===== config.mk =====
export PLATFORM = sky130hd
export DESIGN_NAME = updown_counter
export DESIGN_NICKNAME = d
export VERILOG_FILES = /design/src/rtl/updown_counter.sv
export SDC_FILE = /design/constraint.sdc
export NUM_CORES = 1
export LEC_CHECK = 0
export CELL_PAD_IN_SITES_DETAIL_PLACEMENT = 0
export CELL_PAD_IN_SITES_GLOBAL_PLACEMENT = 1
export CORE_AREA = 2 2 47 45
export DETAILED_ROUTE_END_ITERATION = 6
export DIE_AREA = 0 0 49 47
export PLACE_DENSITY = 0.61
export RECOVER_POWER = 100
export SYNTH_ARGS = -nofsm -noshare
export SYNTH_HDL_FRONTEND = slang
export SYNTH_SLANG_ARGS = --single-unit

===== constraint.sdc =====
create_clock -name clk -period 1.4 [get_ports clk]
set_input_delay 0.28 -clock clk [delete_from_list [all_inputs] [get_ports clk]]
set_output_delay 0.28 -clock clk [all_outputs]
set_load 0.005 [all_outputs]

===== src/rtl/updown_counter.sv =====
// Parametrised up/down counter with synchronous clear/load, wrap or saturate at the bounds,
// a registered terminal-count pulse and a sticky overflow flag.
module updown_counter #(
  parameter int unsigned WIDTH    = 4,
  parameter int unsigned MAX_VAL  = 2**WIDTH - 1,
  parameter bit          SATURATE = 1'b0
) (
  input  logic             clk,
  input  logic             reset,
  input  logic             clear,
  input  logic             load,
  input  logic [WIDTH-1:0] load_val,
  input  logic             enable,
  input  logic             up_dn,
  output logic [WIDTH-1:0] out,
  output logic             tc,
  output logic             ovf
);

  localparam logic [WIDTH-1:0] MaxV = MAX_VAL[WIDTH-1:0];
  localparam logic [WIDTH-1:0] One  = {{(WIDTH-1){1'b0}}, 1'b1};

  logic [WIDTH-1:0] cnt_q, cnt_d;
  logic             tc_q, tc_d;
  logic             ovf_q, ovf_d;

  // Priority is clear > load > enable; tc is only ever set by a bound event on this step.
  always_comb begin
    cnt_d = cnt_q;
    tc_d  = 1'b0;
    ovf_d = ovf_q;
    if (clear) begin
      cnt_d = '0;
      ovf_d = 1'b0;
    end else if (load) begin
      cnt_d = (load_val > MaxV) ? MaxV : load_val;
    end else if (enable) begin
      if (up_dn) begin
        if (cnt_q >= MaxV) begin
          cnt_d = SATURATE ? MaxV : '0;
          tc_d  = 1'b1;
          ovf_d = 1'b1;
        end else begin
          cnt_d = cnt_q + One;
        end
      end else begin
        if (cnt_q == '0) begin
          cnt_d = SATURATE ? '0 : MaxV;
          tc_d  = 1'b1;
          ovf_d = 1'b1;
        end else begin
          cnt_d = cnt_q - One;
        end
      end
    end
  end

  always_ff @(posedge clk or negedge reset) begin
    if (!reset) begin
      cnt_q <= '0;
      tc_q  <= 1'b0;
      ovf_q <= 1'b0;
    end else begin
      cnt_q <= cnt_d;
      tc_q  <= tc_d;
      ovf_q <= ovf_d;
    end
  end

  assign out = cnt_q;
  assign tc  = tc_q;
  assign ovf = ovf_q;

endmodule


==> flow_summary.json <==
{
  "status": "finished with violations",
  "violations": "negative setup slack",
  "r2r_slack_ns": -0.07,
  "grt_setup_unrepaired": "yes",
  "yosys.area.top_type_share_pct": 35.3,
  "final_cell_mix": "14 x buf_4, 10 x clkdlybuf4s50_1, 5 x dfrtp_1",
  "place_hpwl_um": 928,
  "clock_latency_ns": 0.25,
  "relSlewSlack_pct": 80.1,
  "die_area_um2": 2300,
  "finalSetupTns_ns": -0.321,
  "ioPinCount": 16,
  "switchingPower_uw": 170,
  "cp_cell_sequence": "inv_2, ha_4, or3b_4, a21oi_2, o221ai_2, a21oi_1",
  "fin_ws_ns": -0.0713,
  "first_pass_iters": 4,
  "final_common_cell": "buf_4",
  "ir_worst_vdd_uv": 501,
  "crit_type": "register to register",
  "synth_fa_ha_area_share_pct": 5.88,
  "fp.dieW_um": 49,
  "rr_startpoint": "out[1]$_DFFE_PN0P_",
  "totalPowerFinal_uw": 593,
  "cts-hold-fix-buffers": 0,
  "detail_route.vias_per_cell": 4.53,
  "synth_cell_type_count": 27,
  "p_sw_share_pct": 28.7,
  "coreArea_um2": 1820,
  "avgSynthCellArea_um2": 9.05,
  "end_kind": "register",
  "yosys_warnings": 0,
  "path_depth": 6,
  "dr_total_vias": 480,
  "nFillCells": 194,
  "cp_num_buf_inv": 1,
  "grt_pass1_vias": 483,
  "cts.clk_slew.worst_paths_ns": 0.05,
  "whs_ns": 0.352,
  "regToRegEndpoint": "out[0]$_DFFE_PN0P_",
  "synth_top_cells_by_area": "dfrtp_1 35%, xor2_1 6.2%, ha_1 5.9%",
  "clk_path_buf_depth": 2,
  "layout.cells.non_filler": 106,
  "clockRootBuffer": "clkbuf_4",
  "skew_ns": 0.00299,
  "yosys.area_share.simple_pct": 18.2,
  "synth_compound_area_share_pct": 21.2,
  "setup_violations": 6,
  "grt-ovfl-total": 0,
  "syn2layout_area_growth_pct": 86.2,
  "drive_gt1_share_pct": 42.0,
  "drt-total-wl_um": 1340,
  "ys_seq_elements": 6,
  "synth.area.mux_share_pct": 5.00,
  "tightest_slew_ns": 0.298,
  "drt_first_iter_violations": 7,
  "grt_pass1_wl_um": 2200,
  "wl_per_cell_um": 12.7,
  "grt_start_max_net_pins": 9,
  "reg2regPathDepth": 6,
  "ys_seq_area_share_pct": 35.3,
  "port_buffers": 15,
  "p_per_area_nw_per_um2": 748,
  "slowest_stage": "dfrtp_1",
  "grt.total_usage_pct": 13.1,
  "start_kind": "register",
  "p_leak_uw": 0.000354,
  "synth_top_family_by_area": "compound AO/OA/AOI/OAI gates",
  "cts_sinks": 6,
  "clockPowerShare_pct": 29.9,
  "min_path_type": "primary input to asynchronous set/reset pin",
  "synth-xor-area-share_pct": 6.18,
  "start_util_pct": 23.4,
  "rows": 15,
  "drv_slew": 0,
  "critical_path_arrival_ns": 1.64,
  "hold_viol": 0,
  "fmaxAchievable_mhz": 680,
  "synthCells": 47,
  "sequentialPowerShare_pct": 32.5,
  "place_area_um2": 667,
  "synthesis.nets": 59,
  "antenna_found_initial": 0,
  "cts.htree.levels": 1,
  "required_ns": 1.57,
  "period_share_pct": 105,
  "antenna_left": 0,
  "period_needed_ns": 1.47,
  "p_comb_share_pct": 37.7,
  "p_int_uw": 422,
  "diodes": 0,
  "dpl.cell_count": 96,
  "nets": 94,
  "cts-buffers-inserted": 3,
  "yosys.area.top_type": "dfrtp_1",
  "die_h_um": 47,
  "drc": 0,
  "cts_tree": "built",
  "crit_path_max_incr_delay_ns": 0.40,
  "design_area_um2": 792,
  "syn_area_um2": 425,
  "place_congestion": 0.691,
  "drv_cap": 0,
  "critPathTopFamily": "flip-flops",
  "crit_fanout": 2
}
[cells by family after synthesis]
family | count (synthesis)
and+or+nand+nor | 15
AOI/OAI and AO/OA | 14
DFF | 6
buffers and inverters | 5
xor gates and xnor gates | 3
muxes | 2
adders and majority gates | 2
[how the worst max path moves through the flow]
stage	start	to	slack (ns)
6_report	out[1]$_DFFE_PN0P_	out[0]$_DFFE_PN0P_	-0.07
5_1_grt	out[1]$_DFFE_PN0P_	out[0]$_DFFE_PN0P_	-0.15
4_1_cts	out[1]$_DFFE_PN0P_	out[3]$_DFFE_PN0P_	-0.08
3_5_place_dp	up_dn	out[0]$_DFFE_PN0P_	-0.21
3_3_place_gp	up_dn	out[0]$_DFFE_PN0P_	-0.20
2_1_floorplan	out[0]$_DFFE_PN0P_	out[0]$_DFFE_PN0P_	-0.02
[synthesized netlist by cell type, drive strengths merged]
library cell / count
a211o: 1
a211oi: 1
a21oi: 4
a221oi: 1
a31oi: 1
and3: 2
buf: 1
clkbuf: 1
dfrtp: 6
ha: 2
inv: 3
mux2: 1
mux2i: 1
nand2: 4
nand3: 1
nand4: 1
nor2: 4
nor3b: 1
o211ai: 1
o21ai: 3
o21bai: 1
o221ai: 1
or3: 1
or3b: 1
xor2: 3
[cell type report]
cell class	instances	area (µm²)	share of cell area [%]
inverter	3	11.3	1.42
timing repair buffer	32	278	35.1
multi-input combinational	36	294	37.1
clock buffer	4	26.3	3.32
sequential	6	151	19.1
tap	25	31.3	3.95
[through the flow]
step                      utilization, %  setup slack [ns]
final                               43.5           -0.0713
after global routing                43.5            -0.154
after CTS                           42.5           -0.0813
after detailed placement            36.6            -0.211
after global placement              36.6            -0.201
after floorplan                        -           -0.0188
[power by group through the flow]
stage,combinational (µW),clock [µW],sequential (µW)
6_report,223,177,192
3_3_place_gp,173,0,196
5_1_grt,246,198,193
4_1_cts,207,180,192
3_5_place_dp,174,0,196
2_1_floorplan,68.9,0,201
[sequential cells by signal, indices dropped and copies added (netlist names)]
signal,flops
ovf,1
out,4
tc,1
[metal layers]
metal  share of wire [%]  GRT usage (%)  vias up
li1                    -              -      238
met1                  45           16.5      229
met2                  52           22.7       13
met3                 3.4           4.78        0
met4                   0           1.71        0
met5                   0              0        -
[repair_timing]
action,4_1_cts,5_1_grt
pin swaps,5,2
hold endpoints to repair,0,0
setup endpoints to repair,8,8
setup buffers,6,0
resized for setup,13,9
cloned,0,0
Power figures use the tool's default switching activity.
